--- src/rtl/jackpot_pkg.sv ---
// Shared encodings for the jackpot reaction game: FSM states, walk mode and bounce direction.
package jackpot_pkg;

  typedef logic [1:0] state_t;

  localparam state_t StRun     = 2'd0;
  localparam state_t StWin     = 2'd1;
  localparam state_t StLockout = 2'd2;

  localparam logic ModeRotate = 1'b0;
  localparam logic ModeBounce = 1'b1;

  localparam logic DirDown = 1'b0;
  localparam logic DirUp   = 1'b1;

endpackage

--- src/rtl/switch_sync.sv ---
// Two-flop synchroniser bank for the asynchronous board switches.
module switch_sync #(
  parameter int unsigned WIDTH = 4
) (
  input  logic             newCLK,
  input  logic             RESET,
  input  logic [WIDTH-1:0] din,
  output logic [WIDTH-1:0] dout
);

  logic [WIDTH-1:0] meta_q;

  always_ff @(posedge newCLK or posedge RESET) begin
    if (RESET) begin
      meta_q <= '0;
      dout   <= '0;
    end else begin
      meta_q <= din;
      dout   <= meta_q;
    end
  end

endmodule

--- src/rtl/jackpot_game.sv ---
// Reaction game: a single lit LED walks across the bank; matching it with the switches scores a win,
// shows a timed blink and then locks out until every switch is cleared.
module jackpot_game
  import jackpot_pkg::*;
#(
  parameter int unsigned N_LEDS    = 4,
  parameter int unsigned STEP_DIV  = 1,
  parameter int unsigned WIN_TICKS = 8,
  parameter int unsigned SCORE_W   = 8
) (
  input  logic               newCLK,
  input  logic               RESET,
  input  logic [N_LEDS-1:0]  SWITCHES,
  input  logic               MODE,
  output logic [N_LEDS-1:0]  LEDS,
  output logic               WIN,
  output logic [SCORE_W-1:0] SCORE
);

  localparam int unsigned CntW = (STEP_DIV > 1) ? $clog2(STEP_DIV) : 1;
  localparam int unsigned WinW = $clog2(WIN_TICKS + 1);
  localparam logic [CntW-1:0]   CntLast  = CntW'(STEP_DIV - 1);
  localparam logic [WinW-1:0]   WinLast  = WinW'(WIN_TICKS);
  localparam logic [N_LEDS-1:0] PosReset = {1'b1, {(N_LEDS - 1){1'b0}}};

  logic [N_LEDS-1:0]  sw_s;
  logic [CntW-1:0]    cnt_q, cnt_d;
  logic               tick;
  state_t             state_q, state_d;
  logic [N_LEDS-1:0]  pos_q, pos_d, step_pos;
  logic               dir_q, dir_d, step_dir;
  logic [WinW-1:0]    win_cnt_q, win_cnt_d;
  logic [N_LEDS-1:0]  leds_q, leds_d;
  logic               win_q, win_d;
  logic [SCORE_W-1:0] score_q, score_d;
  logic               match;

  switch_sync #(
    .WIDTH (N_LEDS)
  ) u_switch_sync (
    .newCLK (newCLK),
    .RESET  (RESET),
    .din    (SWITCHES),
    .dout   (sw_s)
  );

  // Free-running step prescaler.
  assign tick  = (cnt_q == CntLast);
  assign cnt_d = tick ? '0 : cnt_q + 1'b1;

  // A one-hot exact compare: zero or multi-bit switch patterns can never match.
  assign match = (sw_s == pos_q);

  always_comb begin
    step_pos = pos_q;
    step_dir = dir_q;
    unique case (MODE)
      ModeRotate: step_pos = {pos_q[0], pos_q[N_LEDS-1:1]};
      ModeBounce: begin
        if (dir_q == DirDown) begin
          if (pos_q[0]) begin
            step_dir = DirUp;
            step_pos = pos_q << 1;
          end else begin
            step_pos = pos_q >> 1;
          end
        end else begin
          if (pos_q[N_LEDS-1]) begin
            step_dir = DirDown;
            step_pos = pos_q >> 1;
          end else begin
            step_pos = pos_q << 1;
          end
        end
      end
    endcase
  end

  always_comb begin
    state_d   = state_q;
    pos_d     = pos_q;
    dir_d     = dir_q;
    win_cnt_d = win_cnt_q;
    leds_d    = leds_q;
    score_d   = score_q;
    case (state_q)
      StRun: begin
        // A match wins over a same-cycle tick, freezing pos where it was hit.
        if (match) begin
          state_d   = StWin;
          win_cnt_d = '0;
          leds_d    = '1;
          score_d   = (&score_q) ? score_q : score_q + 1'b1;
        end else if (tick) begin
          pos_d  = step_pos;
          dir_d  = step_dir;
          leds_d = step_pos;
        end else begin
          leds_d = pos_q;
        end
      end
      StWin: begin
        if (tick) begin
          win_cnt_d = win_cnt_q + 1'b1;
          if ((win_cnt_q + 1'b1) == WinLast) begin
            state_d = StLockout;
            leds_d  = pos_q;
          end else begin
            leds_d = ~leds_q;
          end
        end
      end
      StLockout: begin
        leds_d = pos_q;
        if (sw_s == '0) begin
          state_d = StRun;
        end
      end
      default: begin
        state_d = StRun;
        leds_d  = pos_q;
      end
    endcase
  end

  assign win_d = (state_d == StWin);

  always_ff @(posedge newCLK or posedge RESET) begin
    if (RESET) begin
      cnt_q     <= '0;
      state_q   <= StRun;
      pos_q     <= PosReset;
      dir_q     <= DirDown;
      win_cnt_q <= '0;
      leds_q    <= PosReset;
      win_q     <= 1'b0;
      score_q   <= '0;
    end else begin
      cnt_q     <= cnt_d;
      state_q   <= state_d;
      pos_q     <= pos_d;
      dir_q     <= dir_d;
      win_cnt_q <= win_cnt_d;
      leds_q    <= leds_d;
      win_q     <= win_d;
      score_q   <= score_d;
    end
  end

  assign LEDS  = leds_q;
  assign WIN   = win_q;
  assign SCORE = score_q;

endmodule

--- config.mk ---
export PLATFORM = sky130hd
export DESIGN_NAME = jackpot_game
export DESIGN_NICKNAME = d
export VERILOG_FILES = /design/src/rtl/jackpot_pkg.sv /design/src/rtl/switch_sync.sv /design/src/rtl/jackpot_game.sv
export SDC_FILE = /design/constraint.sdc
export NUM_CORES = 1
export LEC_CHECK = 0
export BUFFER_PORTS_ARGS = -buffer_cell sky130_fd_sc_hd__buf_2
export CAP_MARGIN = 25
export CORE_ASPECT_RATIO = 1.5
export CORE_MARGIN = 5
export CORE_UTILIZATION = 55
export DETAILED_ROUTE_END_ITERATION = 6
export GPL_TIMING_DRIVEN = 0
export PLACE_DENSITY = 0.79
export SKIP_CTS_REPAIR_TIMING = 1
export SLEW_MARGIN = 15
export SYNTH_ARGS = -nofsm -noshare
export SYNTH_HDL_FRONTEND = slang
export SYNTH_SLANG_ARGS = --single-unit
--- constraint.sdc ---
create_clock -name newCLK -period 2.48 [get_ports newCLK]
set_input_delay 0.124 -clock newCLK [delete_from_list [all_inputs] [get_ports newCLK]]
set_output_delay 0.124 -clock newCLK [all_outputs]
set_load 0.005 [all_outputs]
-- Word level (Yosys, flattened, before mapping)
Index checks and enable logic that the tools add are counted.
- logic and storage cells: 54
- input port bits: 7
- register bits: 33
- output and inout port bits: 13
- bitwise gates (word level): 5
- add/subtract/negate cells: 3
- equality and inequality tests: 7
- muxes and demuxes: 21
- reductions and logical operators: 8
- operators with widths (operator ; number):
    $mux W4 ; 9
    $pmux W4 S2 ; 3
    $add A8 B1 Y8 const B ; 1
    $mux W2 ; 4
    $reduce_and A8 Y1 ; 1
    $pmux W2 S3 ; 1
    $reduce_and A3 Y1 ; 2
    $add A4 B1 Y4 const B ; 1
    $eq A2 B1 Y1 const B ; 2
    $eq A4 B4 Y1 ; 1
    $eq A4 B4 Y1 const B ; 1
    $logic_not A4 Y1 ; 1
    $mux W1 ; 4
    $ne A2 B2 Y1 const B ; 2
    $not A1 Y1 ; 4
    $not A4 Y4 ; 1
    $reduce_and A4 Y1 ; 1
    $eq A2 B2 Y1 const B ; 1
    $logic_not A2 Y1 ; 1
    $reduce_and A2 Y1 ; 1
    $reduce_bool A2 Y1 ; 1
    $add A1 B1 Y1 const B ; 1

-- Longest topological paths before layout
- depth in word-level cells: 6
- depth in mapped cells: 6
- mapped depth without buffers: 5

-- Modules after synthesis
Synthesis repeated with hierarchy kept, for this count alone.
- cell total of the unflattened synthesis: 147
- area total of the unflattened synthesis: 1579.0 um^2
- modules (own cells, without submodules) (module ; instances ; area an instance (um^2) ; cells each ; seq. area each (um^2)):
    jackpot_game ; 1 ; 1375.1 ; 138 ; 603.1
    switch_sync ; 1 ; 203.9 ; 9 ; 200.2

-- Worst setup path before layout
OpenSTA, ideal clock, no wires.
- path kind: flip-flop to flip-flop
- start: register pos_q[3]
- end: register score_q[7], in the netlist SCORE[7]
- setup slack: 0.752 ns
- stages on the path, launching flop included: 7
- data arrival time: 1.600 ns
- path buffers: 2
- path through: dfstp_2 > buf_6 > xnor2_2 > nand4_1 > buf_6 > nor4_4 > mux2_1
- longest elaborated chain between the ends: 2
- ends and longest elaborated chain (what ; RTL line ; source):
    start, declared ; jackpot_game.sv:30 ; logic [N_LEDS-1:0] pos_q, pos_d, step_pos;
    start signal, assigned ; jackpot_game.sv:132 ; pos_q <= PosReset;
    start signal, assigned ; jackpot_game.sv:141 ; pos_q <= pos_d;
    $eq A4 B4 Y1 ; jackpot_game.sv:52 ; assign match = (sw_s == pos_q);
    $reduce_and A3 Y1 (no line) ; -- ;
    end signal, assigned ; jackpot_game.sv:146 ; score_q <= score_d;
    end, declared ; jackpot_game.sv:35 ; logic [SCORE_W-1:0] score_q, score_d;
No other way between the ends.
A chain may end at the register's enable or synchronous reset.

-- Worst setup path in the final report
Same ends and word-level chain as after synthesis.

==> metrics.log <==
INFO  metric run_status = finished with violations
INFO  metric violations_in_the_final_reports = negative hold slack
INFO  metric finalHoldWorstSlack = -15.0 ps
INFO  metric holdCritPathClass = primary input to async pin
INFO  metric finalNetCount = between 150 and 200
INFO  metric tritoncts = done
INFO  metric mean_routed_wirelength_per_cell = about 14 um
INFO  metric io_buffers = 19
INFO  metric setup_viol_count_final = 0
INFO  metric grt_start_max_net_pins = 21
INFO  metric via_count_of_the_first_global_routing_pass = 1,209
INFO  metric grt_antenna_before_repair = 0
INFO  metric floorplan.die_area = 3960 um2
INFO  metric core_area = about 2700 um2
INFO  metric worst-path-buf-inv = 2
INFO  metric antenna_violating_nets_post_route = 0
INFO  metric finalHoldViolations = 17
INFO  metric final_max_slew_viol_count = 0
INFO  metric mostFrequentLayoutCell = sky130_fd_sc_hd__dfrtp_1
INFO  metric finalCriticalPeriod = about 1900 ps
INFO  metric io_pins = 20
INFO  metric synth_top_flop_cell = sky130_fd_sc_hd__dfrtp_1
INFO  metric tot_gr_track_use = 0.177
INFO  metric clock.fmax = 536 MHz
INFO  metric critPathSlowestCell = sky130_fd_sc_hd__dfstp_2
INFO  metric antenna_cells_inserted = 0
INFO  metric cts.htree.levels = 2
INFO  metric required = ~2600 ps
INFO  metric commonest_cells_after_routing_fill_and_taps_aside = 30 x sky130_fd_sc_hd__dfrtp_1, 19 x sky130_fd_sc_hd__buf_2, 11 x sky130_fd_sc_hd__nand2_1, 10 x sky130_fd_sc_hd__nor2_1, 7 x sky130_fd_sc_hd__o21ai_0
INFO  metric critical_path_arrival = 2020 ps
INFO  metric fin_tns_setup = 0 ps
INFO  metric synth-edff-count = 0
INFO  metric drt_iter0_markers = 19
INFO  metric post-route-period-util = 0.752
INFO  metric async_reset_ff_frac = 1.00
INFO  metric length_of_the_first_detailed_routing_pass_in_iterations = 4
INFO  metric maxSlewHeadroom = 0.485
INFO  metric power_density = ~1100 nW/um2
INFO  metric clkLatencyLatePin = ~270 ps
INFO  metric place_hpwl = about 2200 um
INFO  metric yosys_warn_count = 0
INFO  metric areaGrowthSynthToFinish = 18.7%
INFO  metric startpoint_type = flop
INFO  metric critPathKind = flop to flop
INFO  metric syn-num-nets = about 150
INFO  metric via_count = between 1,000 and 1,500
INFO  metric placementRows = 23
INFO  metric worst_path_dominant_cell_family = flip-flops
INFO  metric numCtsBuffers = 5
INFO  metric worst-slew-pin-transition = ~770 ps
INFO  metric critical-path-max-stage-delay = 520 ps
INFO  metric fp.dieH = between 70 and 80 um
INFO  metric worstSetupEndpointType = flop
INFO  metric cpMostUsedCell = sky130_fd_sc_hd__buf_6
INFO  metric grt_overflow_total = 0
INFO  metric globalplace.congestion = 0.753
INFO  metric drive_gt1_frac = 0.235
INFO  metric grt_setup_unrepaired = no
INFO  metric post_synth_inst_count = around 140
INFO  metric vias_per_cell = between 5 and 6
INFO  metric timing.max_cap.violations = 0
INFO  metric global_route_wire_length_before_repair = between 5000 and 6000 um
INFO  metric synth_cell_type_count = between 40 and 50
INFO  metric initial_core_util = 0.571
INFO  metric leakagePower = 0.000846 uW
INFO  metric chipWidth = about 53 um
INFO  metric wl = approximately 2900 um
INFO  metric vdd.ir_drop.worst = ~0.00075 V
INFO  metric critical_path_peak_fanout = 10
INFO  metric fin_skew = between 4 and 5 ps
INFO  metric ys_ff_latch = 32
INFO  metric clkSinkCount = 32
INFO  metric synthesis.area = 1530 um2
INFO  metric cts-root-to-sink-buffers = 2
INFO  metric cells_along_the_critical_path = buf_6 > xnor2_2 > nand4_1 > buf_6 > nor4_4 > mux2_1
INFO  metric clockRootBuffer = sky130_fd_sc_hd__clkbuf_8
INFO  metric synth.avg_cell_area = around 11 um2
INFO  metric detail_route.drc_violations = 0
INFO  metric ys_seq_area_frac = 0.525
INFO  metric post_cts_clock_slew_at_the_launch_and_capture_registers_of_the_worst_setup_and_hold_paths = about 60 ps
Yosys cell counts (3+ instances only):
cell type	count	share of area
sky130_fd_sc_hd__a221oi_1	3	0.017
sky130_fd_sc_hd__buf_6	3	0.022
sky130_fd_sc_hd__dfrtp_1	30	0.49
sky130_fd_sc_hd__inv_1	5	0.012
sky130_fd_sc_hd__mux2_2	3	0.022
sky130_fd_sc_hd__nand2_1	11	0.027
sky130_fd_sc_hd__nand3_1	5	0.016
sky130_fd_sc_hd__nor2_1	10	0.025
sky130_fd_sc_hd__nor2b_1	5	0.020
sky130_fd_sc_hd__nor3_1	3	0.0098
sky130_fd_sc_hd__o21a_1	3	0.015
sky130_fd_sc_hd__o21ai_0	7	0.023
sky130_fd_sc_hd__o22ai_1	3	0.012
sky130_fd_sc_hd__xnor2_1	3	0.017
sky130_fd_sc_hd__xor2_1	6	0.034
power by group:
group          leakage [uW]  switching (uW)  internal, uW  total (uW)
sequential         0.000396             162           689         851
combinational      0.000404             408           385         793
clock             0.0000455             164           226         389
total              0.000846             734          1300        2030
through the flow:
stage,utilization,instance area (um2),power (uW),cells,setup slack (ps)
3_3_place_gp,0.624,1670,1600,194,673
5_1_grt,0.678,1820,2210,207,553
4_1_cts,0.663,1780,2050,203,604
3_5_place_dp,0.630,1690,1650,195,607
2_1_floorplan,-,1530,1420,138,752
6_report,0.678,1820,2030,207,614
path summary, 6_finish.rpt:
check,from,end,slack [ps],cells after the start
max reg2reg,pos_q[3],SCORE[7],610,6
max,pos_q[3],SCORE[7],610,6
min reg2reg,u_switch_sync.meta_q[0],u_switch_sync.dout[0],350,0
min,RESET,u_switch_sync.dout[0],-10,2
min in group newCLK,MODE,dir_q,150,2
max in group asynchronous,RESET,u_switch_sync.meta_q[3],1950,3
registers in the layout, summed over array words and instances (netlist names):
register              count
LEDS                      4
dir_q                     1
WIN                       1
SCORE                     8
u_switch_sync.meta_q      4
pos_q                     4
win_cnt_q                 4
u_switch_sync.dout        4
state_q                   2
cell families (layout without fill, tap and decap cells):
logic type	Yosys count	in the layout	synth area share
xor gates and xnor gates	10	10	0.0622
muxes	6	6	0.0434
adders and majority gates	2	2	0.0164
buffers and inverters	10	42	0.0417
DFF	32	32	0.525
AOI/OAI and AO/OA	31	31	0.141
and+or+nand+nor	47	47	0.170
routing by layer:
| layer | share of wire | GRT usage | routed length [um] | up-vias |
|---|---|---|---|---|
| met3 | 0.050 | 0.0681 | 142 | 7 |
| met1 | 0.38 | 0.189 | 1100 | 537 |
| li1 | - | - | - | 553 |
| met2 | 0.54 | 0.298 | 1550 | 29 |
| met4 | 0.022 | 0.0909 | 63 | 0 |
| met5 | 0 | 0 | 0 | - |
cell type report:
class / instances / area (um2)
multi-input cells: 96 / 662
plain buffers: 5 / 45.0
repair buffers: 24 / 150
well taps: 37 / 46.3
inverters: 5 / 18.8
flip-flops and latches: 32 / 803
clock buffers: 8 / 90.1
fillers: 226 / 861
Power figures use the tool's default switching activity.
